File: config.mk
export PLATFORM = sky130hd
export DESIGN_NAME = rsp_packer_flat
export DESIGN_NICKNAME = d
export VERILOG_FILES = /design/src/rtl/rsp_packer_pkg.sv /design/src/rtl/rsp_packer_if.sv /design/src/rtl/rsp_packer.sv /design/src/flat_wrapper.sv
export SDC_FILE = /design/constraint.sdc
export NUM_CORES = 1
export LEC_CHECK = 0
export CAP_MARGIN = 15
export CELL_PAD_IN_SITES_DETAIL_PLACEMENT = 2
export CELL_PAD_IN_SITES_GLOBAL_PLACEMENT = 2
export CORE_MARGIN = 3
export CORE_UTILIZATION = 31
export CTS_BUF_LIST = sky130_fd_sc_hd__clkbuf_4
export DETAILED_ROUTE_END_ITERATION = 7
export HOLD_SLACK_MARGIN = 0.15
export PLACE_DENSITY_LB_ADDON = 0.08
export SLEW_MARGIN = 20
export SYNTH_ARGS = -nofsm -noshare
export SYNTH_HDL_FRONTEND = slang
export SYNTH_SLANG_ARGS = --single-unit
File: constraint.sdc
create_clock -name clk -period 1.8 [get_ports clk]
set_input_delay 0.18 -clock clk [delete_from_list [all_inputs] [get_ports clk]]
set_output_delay 0.18 -clock clk [all_outputs]
set_load 0.02 [all_outputs]
File: src/rtl/rsp_packer_pkg.sv
// Shared widths for the response path: the packer word width must equal
// the rsp FIFO width, so both sides take their defaults from here.
package rsp_packer_pkg;

    localparam int unsigned DEF_DATA_WIDTH = 128;
    localparam int unsigned DEF_BEAT_WIDTH = 32;
    localparam int unsigned DEF_BEATS      = DEF_DATA_WIDTH / DEF_BEAT_WIDTH;
    localparam int unsigned DEF_CNT_W      = $clog2(DEF_BEATS);
    localparam int unsigned RSP_FIFO_WIDTH = DEF_DATA_WIDTH;

    typedef enum logic [0:0] {
        ST_FILL = 1'b0,
        ST_HELD = 1'b1
    } pack_state_e;

endpackage

File: src/rtl/rsp_packer_if.sv
// Beat input and FIFO push handshakes of the response packer.
interface rsp_packer_if #(
    parameter int unsigned DATA_WIDTH = rsp_packer_pkg::DEF_DATA_WIDTH,
    parameter int unsigned BEAT_WIDTH = rsp_packer_pkg::DEF_BEAT_WIDTH
) ();

    logic                  io_beat_valid;
    logic                  io_beat_ready;
    logic [BEAT_WIDTH-1:0] io_beat_data;
    logic                  io_beat_last;
    logic                  io_push_valid;
    logic                  io_push_ready;
    logic [DATA_WIDTH-1:0] io_push_rsp_data;

    modport master (
        output io_beat_valid, io_beat_data, io_beat_last, io_push_ready,
        input  io_beat_ready, io_push_valid, io_push_rsp_data
    );

    modport slave (
        input  io_beat_valid, io_beat_data, io_beat_last, io_push_ready,
        output io_beat_ready, io_push_valid, io_push_rsp_data
    );

endinterface

File: src/rtl/rsp_packer.sv
// Packs controller read beats (LSB first) into response words and feeds the
// rsp FIFO push port through a one-entry output register.
module rsp_packer
    import rsp_packer_pkg::*;
#(
    parameter int unsigned DATA_WIDTH = DEF_DATA_WIDTH,
    parameter int unsigned BEAT_WIDTH = DEF_BEAT_WIDTH
) (
    input  logic         clk,
    input  logic         rst,
    rsp_packer_if.slave  bus,
    input  logic         err_clr,
    output logic         overflow_err,
    output logic         short_err
);

    localparam int unsigned BEATS = DATA_WIDTH / BEAT_WIDTH;
    localparam int unsigned CNT_W = (BEATS > 1) ? $clog2(BEATS) : 1;

    if (((DATA_WIDTH % BEAT_WIDTH) != 0) || (BEATS < 2)) begin : g_param_check
        $error("rsp_packer: DATA_WIDTH must be a multiple of BEAT_WIDTH with at least 2 beats");
    end

    pack_state_e           state_r, state_n;
    logic [CNT_W-1:0]      cnt_r, cnt_n;
    logic [DATA_WIDTH-1:0] asm_r, asm_n;
    logic                  out_valid_r, out_valid_n;
    logic [DATA_WIDTH-1:0] out_data_r, out_data_n;
    logic                  ovf_r, ovf_n;
    logic                  short_r, short_n;

    logic                  accept_s;
    logic                  at_final_s;
    logic                  complete_s;
    logic                  out_free_s;
    logic                  overflow_s;
    logic                  early_last_s;
    logic [DATA_WIDTH-1:0] filled_s;

    assign accept_s     = bus.io_beat_valid && (state_r == ST_FILL);
    assign at_final_s   = (cnt_r == CNT_W'(BEATS - 1));
    assign complete_s   = accept_s && (at_final_s || bus.io_beat_last);
    assign early_last_s = accept_s && bus.io_beat_last && !at_final_s;
    assign overflow_s   = bus.io_beat_valid && (state_r == ST_HELD);
    assign out_free_s   = !out_valid_r || bus.io_push_ready;

    assign bus.io_beat_ready    = (state_r == ST_FILL);
    assign bus.io_push_valid    = out_valid_r;
    assign bus.io_push_rsp_data = out_data_r;
    assign overflow_err         = ovf_r;
    assign short_err            = short_r;

    // Next-state: beat assembly, hand-off to the output register, sticky errors
    always_comb begin
        state_n     = state_r;
        cnt_n       = cnt_r;
        asm_n       = asm_r;
        out_valid_n = out_valid_r && !bus.io_push_ready;
        out_data_n  = out_data_r;
        ovf_n       = ovf_r;
        short_n     = short_r;

        for (int k = 0; k < BEATS; k++) begin
            filled_s[k*BEAT_WIDTH +: BEAT_WIDTH] = (cnt_r == CNT_W'(k)) ?
                bus.io_beat_data : asm_r[k*BEAT_WIDTH +: BEAT_WIDTH];
        end

        case (state_r)
            ST_FILL: begin
                if (complete_s) begin
                    cnt_n = {CNT_W{1'b0}};
                    if (out_free_s) begin
                        out_valid_n = 1'b1;
                        out_data_n  = filled_s;
                        asm_n       = {DATA_WIDTH{1'b0}};
                    end else begin
                        // Word parks in the assembly register until the output frees up
                        asm_n   = filled_s;
                        state_n = ST_HELD;
                    end
                end else if (accept_s) begin
                    asm_n = filled_s;
                    cnt_n = cnt_r + CNT_W'(1);
                end else begin
                    asm_n = asm_r;
                end
            end
            ST_HELD: begin
                if (out_free_s) begin
                    out_valid_n = 1'b1;
                    out_data_n  = asm_r;
                    asm_n       = {DATA_WIDTH{1'b0}};
                    state_n     = ST_FILL;
                end else begin
                    state_n = ST_HELD;
                end
            end
            default: begin
                state_n = ST_FILL;
                cnt_n   = {CNT_W{1'b0}};
                asm_n   = {DATA_WIDTH{1'b0}};
            end
        endcase

        if (overflow_s) begin
            ovf_n = 1'b1;
        end else if (err_clr) begin
            ovf_n = 1'b0;
        end else begin
            ovf_n = ovf_r;
        end

        if (early_last_s) begin
            short_n = 1'b1;
        end else if (err_clr) begin
            short_n = 1'b0;
        end else begin
            short_n = short_r;
        end
    end

    // State and datapath registers with synchronous reset
    always_ff @(posedge clk) begin
        if (rst) begin
            state_r     <= ST_FILL;
            cnt_r       <= {CNT_W{1'b0}};
            asm_r       <= {DATA_WIDTH{1'b0}};
            out_valid_r <= 1'b0;
            out_data_r  <= {DATA_WIDTH{1'b0}};
            ovf_r       <= 1'b0;
            short_r     <= 1'b0;
        end else begin
            state_r     <= state_n;
            cnt_r       <= cnt_n;
            asm_r       <= asm_n;
            out_valid_r <= out_valid_n;
            out_data_r  <= out_data_n;
            ovf_r       <= ovf_n;
            short_r     <= short_n;
        end
    end

endmodule

File: src/flat_wrapper.sv
// flat-port wrapper written by rule: the top's interface ports become plain ports
module rsp_packer_flat import rsp_packer_pkg::*;
#(
    parameter int unsigned DATA_WIDTH = DEF_DATA_WIDTH,
    parameter int unsigned BEAT_WIDTH = DEF_BEAT_WIDTH
)
  (clk, rst, err_clr, overflow_err, short_err, bus_io_beat_valid, bus_io_beat_data, bus_io_beat_last, bus_io_push_ready, bus_io_beat_ready, bus_io_push_valid, bus_io_push_rsp_data);
  rsp_packer_if #(.DATA_WIDTH(DATA_WIDTH), .BEAT_WIDTH(BEAT_WIDTH)) bus_i ();
  input  logic clk;
  input  logic rst;
  input  logic err_clr;
  output logic overflow_err;
  output logic short_err;
  input wire logic [$bits(bus_i.io_beat_valid)-1:0] bus_io_beat_valid;
  input wire logic [$bits(bus_i.io_beat_data)-1:0] bus_io_beat_data;
  input wire logic [$bits(bus_i.io_beat_last)-1:0] bus_io_beat_last;
  input wire logic [$bits(bus_i.io_push_ready)-1:0] bus_io_push_ready;
  output wire logic [$bits(bus_i.io_beat_ready)-1:0] bus_io_beat_ready;
  output wire logic [$bits(bus_i.io_push_valid)-1:0] bus_io_push_valid;
  output wire logic [$bits(bus_i.io_push_rsp_data)-1:0] bus_io_push_rsp_data;
  assign bus_i.io_beat_valid = bus_io_beat_valid;
  assign bus_i.io_beat_data = bus_io_beat_data;
  assign bus_i.io_beat_last = bus_io_beat_last;
  assign bus_i.io_push_ready = bus_io_push_ready;
  assign bus_io_beat_ready = bus_i.io_beat_ready;
  assign bus_io_push_valid = bus_i.io_push_valid;
  assign bus_io_push_rsp_data = bus_i.io_push_rsp_data;
  rsp_packer #(.DATA_WIDTH(DATA_WIDTH), .BEAT_WIDTH(BEAT_WIDTH)) u_core (.clk(clk), .rst(rst), .bus(bus_i), .err_clr(err_clr), .overflow_err(overflow_err), .short_err(short_err));
endmodule
==> results.sh, run 1 <==
export IMPL_worstMarginPinSlew_ps=732
export IMPL_die_x_um=193
export IMPL_synth_mux_area_share_pct=11.9
export IMPL_antenna_found_initial=1
export IMPL_wirelength_um=40100
export IMPL_syn_area_sq_um=10800
export IMPL_drtIter0Drc=398
export IMPL_synth_ff_type="dfxtp_1"
export IMPL_dr_wl_met2_um=19300
export IMPL_yosys_warnings=0
export IMPL_cts_buffer_depth=3
export IMPL_rrSetupSlack_ps=-60
export IMPL_fp_dieH_um=193
export IMPL_crit_fanout=8
export IMPL_antenna_left=0
export IMPL_reg2reg_from="u_core.cnt_r[0]"
export IMPL_crit_type="reg -> reg"
export IMPL_start_util_pct=31.8
export IMPL_synth_xor_xnor_area_share_pct=0
export IMPL_synth_adder_area_share_pct=0.463
export IMPL_whs_ps=299
export IMPL_slew_viol_final=0
export IMPL_cts_sinks=262
export IMPL_numCtsBuffers=78
export IMPL_vdd_drop_max_mv=0.366
export IMPL_core_area_sq_um=34000
export IMPL_yosysTopAreaCell="dfxtp_1"
export IMPL_worst_clock_skew_ps=35.9
export IMPL_clk_latency_ps=680
export IMPL_final_layout_size_suffix_gt1_share_pct=22.6
export IMPL_synth_area_top_cells="dfxtp_1 (49%), mux2i_1 (12%), a211oi_1 (7.5%)"
export IMPL_syn_inst=1150
export IMPL_hp_class="in -> reg"
export IMPL_ys_types=33
export IMPL_max_cap_violations=0
export IMPL_rsz0062_at_grt="yes"
export IMPL_gr_total_overflow=0
export IMPL_path_cells="ha_4, or2_4, a211oi_4, buf_6, buf_12, nand2_1, a21oi_2"
export IMPL_cts_tree="yes"
export IMPL_fin_crit_ps=1860
export IMPL_worstPathArrival_ps=2440
export IMPL_max_slew_margin_pct=51.2
export IMPL_grt_max_degree=122
export IMPL_hold_viol=0
export IMPL_startpoint_type="flip-flop"
export IMPL_area_delta_synth_final_pct=39.2
export IMPL_final_core_util_pct=44.3
export IMPL_ys_seq_area_share_pct=48.6
export IMPL_setup_viol=32
export IMPL_synth_compound_area_share_pct=23.3
export IMPL_synth_edf_count=0
export IMPL_grt_usage_pct=19.9
export IMPL_hp_start="bus_io_beat_data[31]"
export IMPL_crit_start="u_core.cnt_r[0]"
export IMPL_pin_count=170
export IMPL_fin_crit_sh_pct=104
export IMPL_avgViaCountPerCell=5.10
export IMPL_gp_congestion=0.698
export IMPL_run_status="finished with violations"
export IMPL_synth_area_per_cell_sq_um=9.39
export IMPL_met1_length_um=18800
export IMPL_synth_seq_cells=262
export IMPL_wl_per_cell_um=21.5
export IMPL_htreeDepth=3
export IMPL_total_power_mw=14.3
export IMPL_critical_path_max_stage_delay_ps=360
export IMPL_synth_commonest_cells="dfxtp_1 (262), nor2_1 (134), mux2i_1 (128)"
export IMPL_io_buffer_count=169
export IMPL_synthMostInstantiatedCell="dfxtp_1"
export IMPL_dpl_hpwl_um=23500
export IMPL_first_pass_iters=4
export IMPL_slowest_stage="dfxtp_4"
export IMPL_synthesis_nets=1192
export IMPL_grt_pass1_vias=10000
export IMPL_leakage_nw=5.81
export IMPL_fin_nets=1406
export IMPL_cts_root_buf="clkbuf_4"
export IMPL_yosys_area_share_simple_pct=8.75
export IMPL_dieArea_sq_um=37100
export IMPL_synth_top_family_by_area="compound AO/OA/AOI/OAI gates"
export IMPL_vias=9505
export IMPL_rows=67
export IMPL_drc_errors=0
export IMPL_fmax_ghz=0.536
export IMPL_fin_ws_ps=-64.9
export IMPL_routed_top_layer="met4"
export IMPL_wl_met3_um=1260
export IMPL_synth_top_area_share_pct=48.6
export IMPL_crit_required_ps=2370
export IMPL_grt_pass1_wl_um=57500
export IMPL_violations="setup timing"
export IMPL_async_flop_share_pct=0
export IMPL_clk_pin_slew_ps=70
export IMPL_power_density_nw_per_um2=954
export IMPL_critPathCaptureType="flip-flop"
[stage by stage]
| step | cell area (sq um) | worst slack (ps) | TNS [ps] | cells |
|---|---|---|---|---|
| global placement | 13200 | -109 | -15460 | 1701 |
| finish | 15000 | -64.9 | -763 | 1863 |
| detailed placement | 13200 | -243 | -32360 | 1701 |
| CTS | 14400 | -9.54 | -25.6 | 1842 |
| floorplan | 10800 | 108 | 0 | 1150 |
| global route | 15000 | -161 | -4760 | 1863 |
[power by group]
group | internal, mW | total, mW | switching (mW)
clock network | 3.38 | 6.03 | 2.64
registers | 6.04 | 6.18 | 0.140
logic | 0.860 | 2.13 | 1.27
total | 10.3 | 14.3 | 4.05
[worst paths after layout]
path / end / cells past startpoint
setup / recovery: u_core.asm_r[1] / 7
hold reg to reg: u_core.asm_r[111] / 1
setup reg to reg: u_core.asm_r[1] / 7
hold / removal: u_core.asm_r[95] / 3
[per-layer routing]
metal	vias to the layer above	GRT usage (%)
met4	0	5.80
met3	59	3.63
li1	4522	-
met5	-	0
met2	188	33.5
met1	4736	26.0
[flip-flops by register name, summed over array words and instances (netlist names)]
name and count:
u_core.asm_r 128, u_core.cnt_r 2, u_core.state_r 1, u_core.bus.io_push_valid 1, u_core.bus.io_push_rsp_data 128, u_core.short_err 1, u_core.overflow_err 1
[repair_timing]
action                     4_1_cts  5_1_grt
setup endpoints to repair      259      203
hold buffers                     2        0
buffers inserted                 5       10
gates resized for setup        155       91
hold endpoints to repair        65        0
gates cloned                     5       12
pin swaps                        9       26
[logic make-up (layout without fill, tap and decap cells)]
group           count (synthesis)  in the layout
simple gates                  241            241
buf+inv                       146            410
fa+ha+maj                       4              4
flops                         262            262
other cells                     0              1
compound gates                369            369
mux                           128            128
[cell type report]
cell class                      instances  area (sq um)
Sequential cell                       262          5250
Multi-Input combinational cell        742          5130
Tap cell                              448           561
Timing Repair Buffer                  272          3030
Clock buffer                          111           833
Fill cell                            3622         18900
Antenna cell                            1          2.50
Inverter                                8          37.5
Clock inverter                         19           181
[worst max-delay path, delay by kind of cell, from the launching register on]
kind / cells / cell delay (ps)
AOI/OAI and AO/OA: 2 / 520
DFF: 1 / 360
adders and majority gates: 1 / 160
buffers and inverters: 2 / 340
and+or+nand+nor: 2 / 410
[cell usage in the layout (no fill, tap or decap), types with 36 or more instances in the layout]
| master | instances |
|---|---|
| a21oi_1 | 79 |
| clkdlybuf4s50_1 | 36 |
| a211oi_1 | 89 |
| nor2_1 | 132 |
| mux2i_1 | 124 |
| dfxtp_1 | 259 |
| nand2_1 | 89 |
| dlygate4sd2_1 | 132 |
| clkbuf_4 | 111 |
| a211oi_2 | 39 |
| o21ai_1 | 93 |
| buf_4 | 36 |
Power figures use the tool's default switching activity.
==> run 2, diff against run 1 <==
- ABC_AREA: unset -> 1
- CORE_UTILIZATION: 31 -> 28
==> run 2 against run 1 <==
  * The flow now finishes without violations
  * First-iteration DRC count increased by 57%
  * Utilization decreased by 7.2 points
  * Clock-buffer cell count increased by 8
  * Global-route usage increased by 3.3 points
  * Via count increased by 57%
  * Die area increased by 36%
  * Power increased by 5.6%
  * Clock skew decreased by 2.2 ps
  * Register-to-register slack improved by 130 ps
  * Non-clock buffer count increased by 18
  * Combinational power increased by 32%
  * Largest cell class is now multi-input gates
==> results.sh, run 2 <==
export IMPL_switchingPower_mw=4.88
export IMPL_reg2reg_from="u_core.cnt_r[1]"
export IMPL_met1_length_um=26500
export IMPL_yosysTopAreaCell="dfxtp_1"
export IMPL_wl_met3_um=2000
export IMPL_area_delta_synth_final_pct=30.0
export IMPL_cts_buffer_depth=3
export IMPL_rows=79
export IMPL_clk_latency_ps=830
export IMPL_layout_common_cells="nand2_1 (556), nor2_1 (400), dfxtp_1 (252)"
export IMPL_hp_start="bus_io_beat_data[28]"
export IMPL_numCtsBuffers=84
export IMPL_vias=14900
export IMPL_fp_dieH_um=225
export IMPL_io_buffer_count=169
export IMPL_die_x_um=225
export IMPL_syn_area_sq_um=13400
export IMPL_final_common_cell="nand2_1"
export IMPL_final_layout_size_suffix_gt1_share_pct=12.3
export IMPL_hold_path_end="u_core.asm_r[92]"
export IMPL_vdd_drop_max_mv=0.361
export IMPL_antenna_found_initial=1
export IMPL_fmax_ghz=0.577
export IMPL_setup_viol=0
export IMPL_run_status="finished, final reports clean"
export IMPL_hold_viol=0
export IMPL_wl_per_cell_um=19.5
export IMPL_clk_pin_slew_ps=60
export IMPL_fill_cells=5701
export IMPL_seqPwrFrac_pct=41.7
export IMPL_intPower_mw=10.3
export IMPL_yosys_warnings=0
export IMPL_cts_sinks=262
export IMPL_rrSetupSlack_ps=70
export IMPL_power_frac_comb_pct=18.6
export IMPL_grt_usage_pct=23.1
export IMPL_fin_nets=2403
export IMPL_fin_crit_ps=1730
export IMPL_core_area_sq_um=47000
export IMPL_syn_inst=2145
export IMPL_gr_total_overflow=0
export IMPL_grt_pass1_wl_um=91300
export IMPL_max_slew_margin_pct=47.2
export IMPL_synth_area_per_cell_sq_um=6.25
export IMPL_synth_commonest_cells="nand2_1 (557), nor2_1 (400), dfxtp_1 (262)"
export IMPL_async_flop_share_pct=0
export IMPL_clkPwrFrac_pct=39.7
export IMPL_synthesis_nets=2187
export IMPL_slew_viol_final=0
export IMPL_ys_types=22
export IMPL_worstPathArrival_ps=2440
export IMPL_hold_depth=5
export IMPL_grt_max_degree=135
export IMPL_max_cap_violations=0
export IMPL_dieArea_sq_um=50500
export IMPL_startpoint_type="flip-flop"
export IMPL_power_density_nw_per_um2=870
export IMPL_swShare_pct=32.2
export IMPL_critPathCaptureType="flip-flop"
export IMPL_stdcell_count=3019
export IMPL_htreeDepth=3
export IMPL_dr_wl_met2_um=28800
export IMPL_avgViaCountPerCell=4.94
export IMPL_r2r_cells=9
export IMPL_routed_top_layer="met4"
export IMPL_final_core_util_pct=37.1
export IMPL_start_util_pct=28.5
export IMPL_synth_top_area_share_pct=39.1
export IMPL_first_pass_iters=5
export IMPL_crit_type="reg -> reg"
export IMPL_crit_fanout=14
export IMPL_drtIter0Drc=623
export IMPL_grt_pass1_vias=16400
export IMPL_worstMarginPinSlew_ps=792
export IMPL_dpl_hpwl_um=39100
export IMPL_ys_seq_area_share_pct=39.1
export IMPL_leakage_nw=8.16
export IMPL_rsz0062_at_grt="yes"
export IMPL_synth_ff_type="dfxtp_1"
export IMPL_worst_clock_skew_ps=33.7
export IMPL_synth_area_top_cells="dfxtp_1 (39%), nand2_1 (16%), nor2_1 (11%)"
export IMPL_pin_count=170
export IMPL_cts_root_buf="clkbuf_4"
export IMPL_cts_tree="yes"
export IMPL_synth_edf_count=0
export IMPL_gp_congestion=0.755
export IMPL_crit_required_ps=2510
export IMPL_synthMostInstantiatedCell="nand2_1"
export IMPL_wirelength_um=58800
export IMPL_synth_seq_cells=262
export IMPL_antenna_left=0
export IMPL_drc_errors=0
export IMPL_fin_crit_sh_pct=96.3
export IMPL_reg2reg_to="u_core.bus.io_push_rsp_data[36]"
export IMPL_numPlacedInstances=2870
export IMPL_whs_ps=286
export IMPL_hp_class="in -> reg"
[run 2: changes by cell type in the layout (fill, tap and decap cells not counted), sizes merged, moves of 27 or more]
cell,change
nor2,+265
a22o,-32
nand2,+464
a21oi,+69
a211oi,-133
inv,+193
nand3,+168
mux2i,-128
o21ai,+121
buf,+27
[run 2: cell families (layout without fill, tap and decap cells)]
logic type / count (synthesis) / in the layout / share of synthesized area (%)
compound gates: 390 / 390 / 14.7
fa+ha+maj: 4 / 4 / 0.373
buf+inv: 358 / 624 / 12.2
flops: 262 / 262 / 39.1
other cells: 0 / 1 / 0
simple gates: 1131 / 1131 / 33.6
[run 2: power groups by stage]
stage	logic (mW)	clock network, mW	registers [mW]
global placement	2.79	0	6.44
floorplan	1.34	0	6.64
finish	2.81	6.01	6.32
detailed placement	2.89	0	6.45
CTS	2.81	6.29	6.33
global route	3.12	6.63	6.36
[run 2: stage by stage]
step                instance area, sq um  setup WS, ps  power [mW]  setup TNS [ps]
floorplan                          13400           294        7.99               0
global route                       17400         -23.5        16.1           -93.6
CTS                                17200         -82.3        15.4           -91.8
finish                             17400          67.3        15.1               0
detailed placement                 16200          -199        9.34           -2190
global placement                   16200          -195        9.23            -641
[run 2: worst max-delay path: stages, from the launching register on]
cell,delay [ps]
dfxtp_2,340
buf_6,130
inv_2,90
ha_4,180
inv_2,80
bufbuf_16,300
o21ai_0,230
o21ai_1,120
nor2_1,110
nor2_1,50
[run 2: metal layers]
metal / GRT usage, % / up-vias
met5: 0 / -
met4: 8.45 / 0
met3: 3.88 / 86
met2: 40.7 / 249
met1: 28.5 / 7396
li1: - / 7185
[run 2: worst max path at each step]
stage,start,end,slack (ps),cells past startpoint
2_1_floorplan,u_core.cnt_r[0],u_core.bus.io_push_rsp_data[10],290,9
3_3_place_gp,bus_io_beat_last,u_core.bus.io_push_rsp_data[60],-190,8
3_5_place_dp,bus_io_beat_last,u_core.bus.io_push_rsp_data[60],-200,8
4_1_cts,u_core.state_r,bus_io_beat_ready,-80,2
5_1_grt,u_core.cnt_r[0],u_core.asm_r[95],-20,8
6_report,u_core.cnt_r[1],u_core.bus.io_push_rsp_data[36],70,9
[run 2: repair_timing]
| item | CTS | global route |
|---|---|---|
| setup endpoints to repair | 171 | 117 |
| endpoints found under the hold margin | 262 | 0 |
| cloned | 1 | 1 |
| gates resized for setup | 207 | 46 |
| setup buffers | 0 | 6 |
| hold buffers | 4 | 0 |
| pin swaps | 0 | 2 |
[run 2: final cells by class]
type                       instances  area [sq um]  share of cell area (%)
antenna                            1          2.50                  0.0144
timing repair buffer             290          3000                    17.2
inverter                         198           762                    4.37
clock buffer                     119           893                    5.13
clock inverter                    17          91.3                   0.524
sequential                       262          5260                    30.2
tap                              607           759                    4.36
multi-input combinational       1525          6640                    38.1
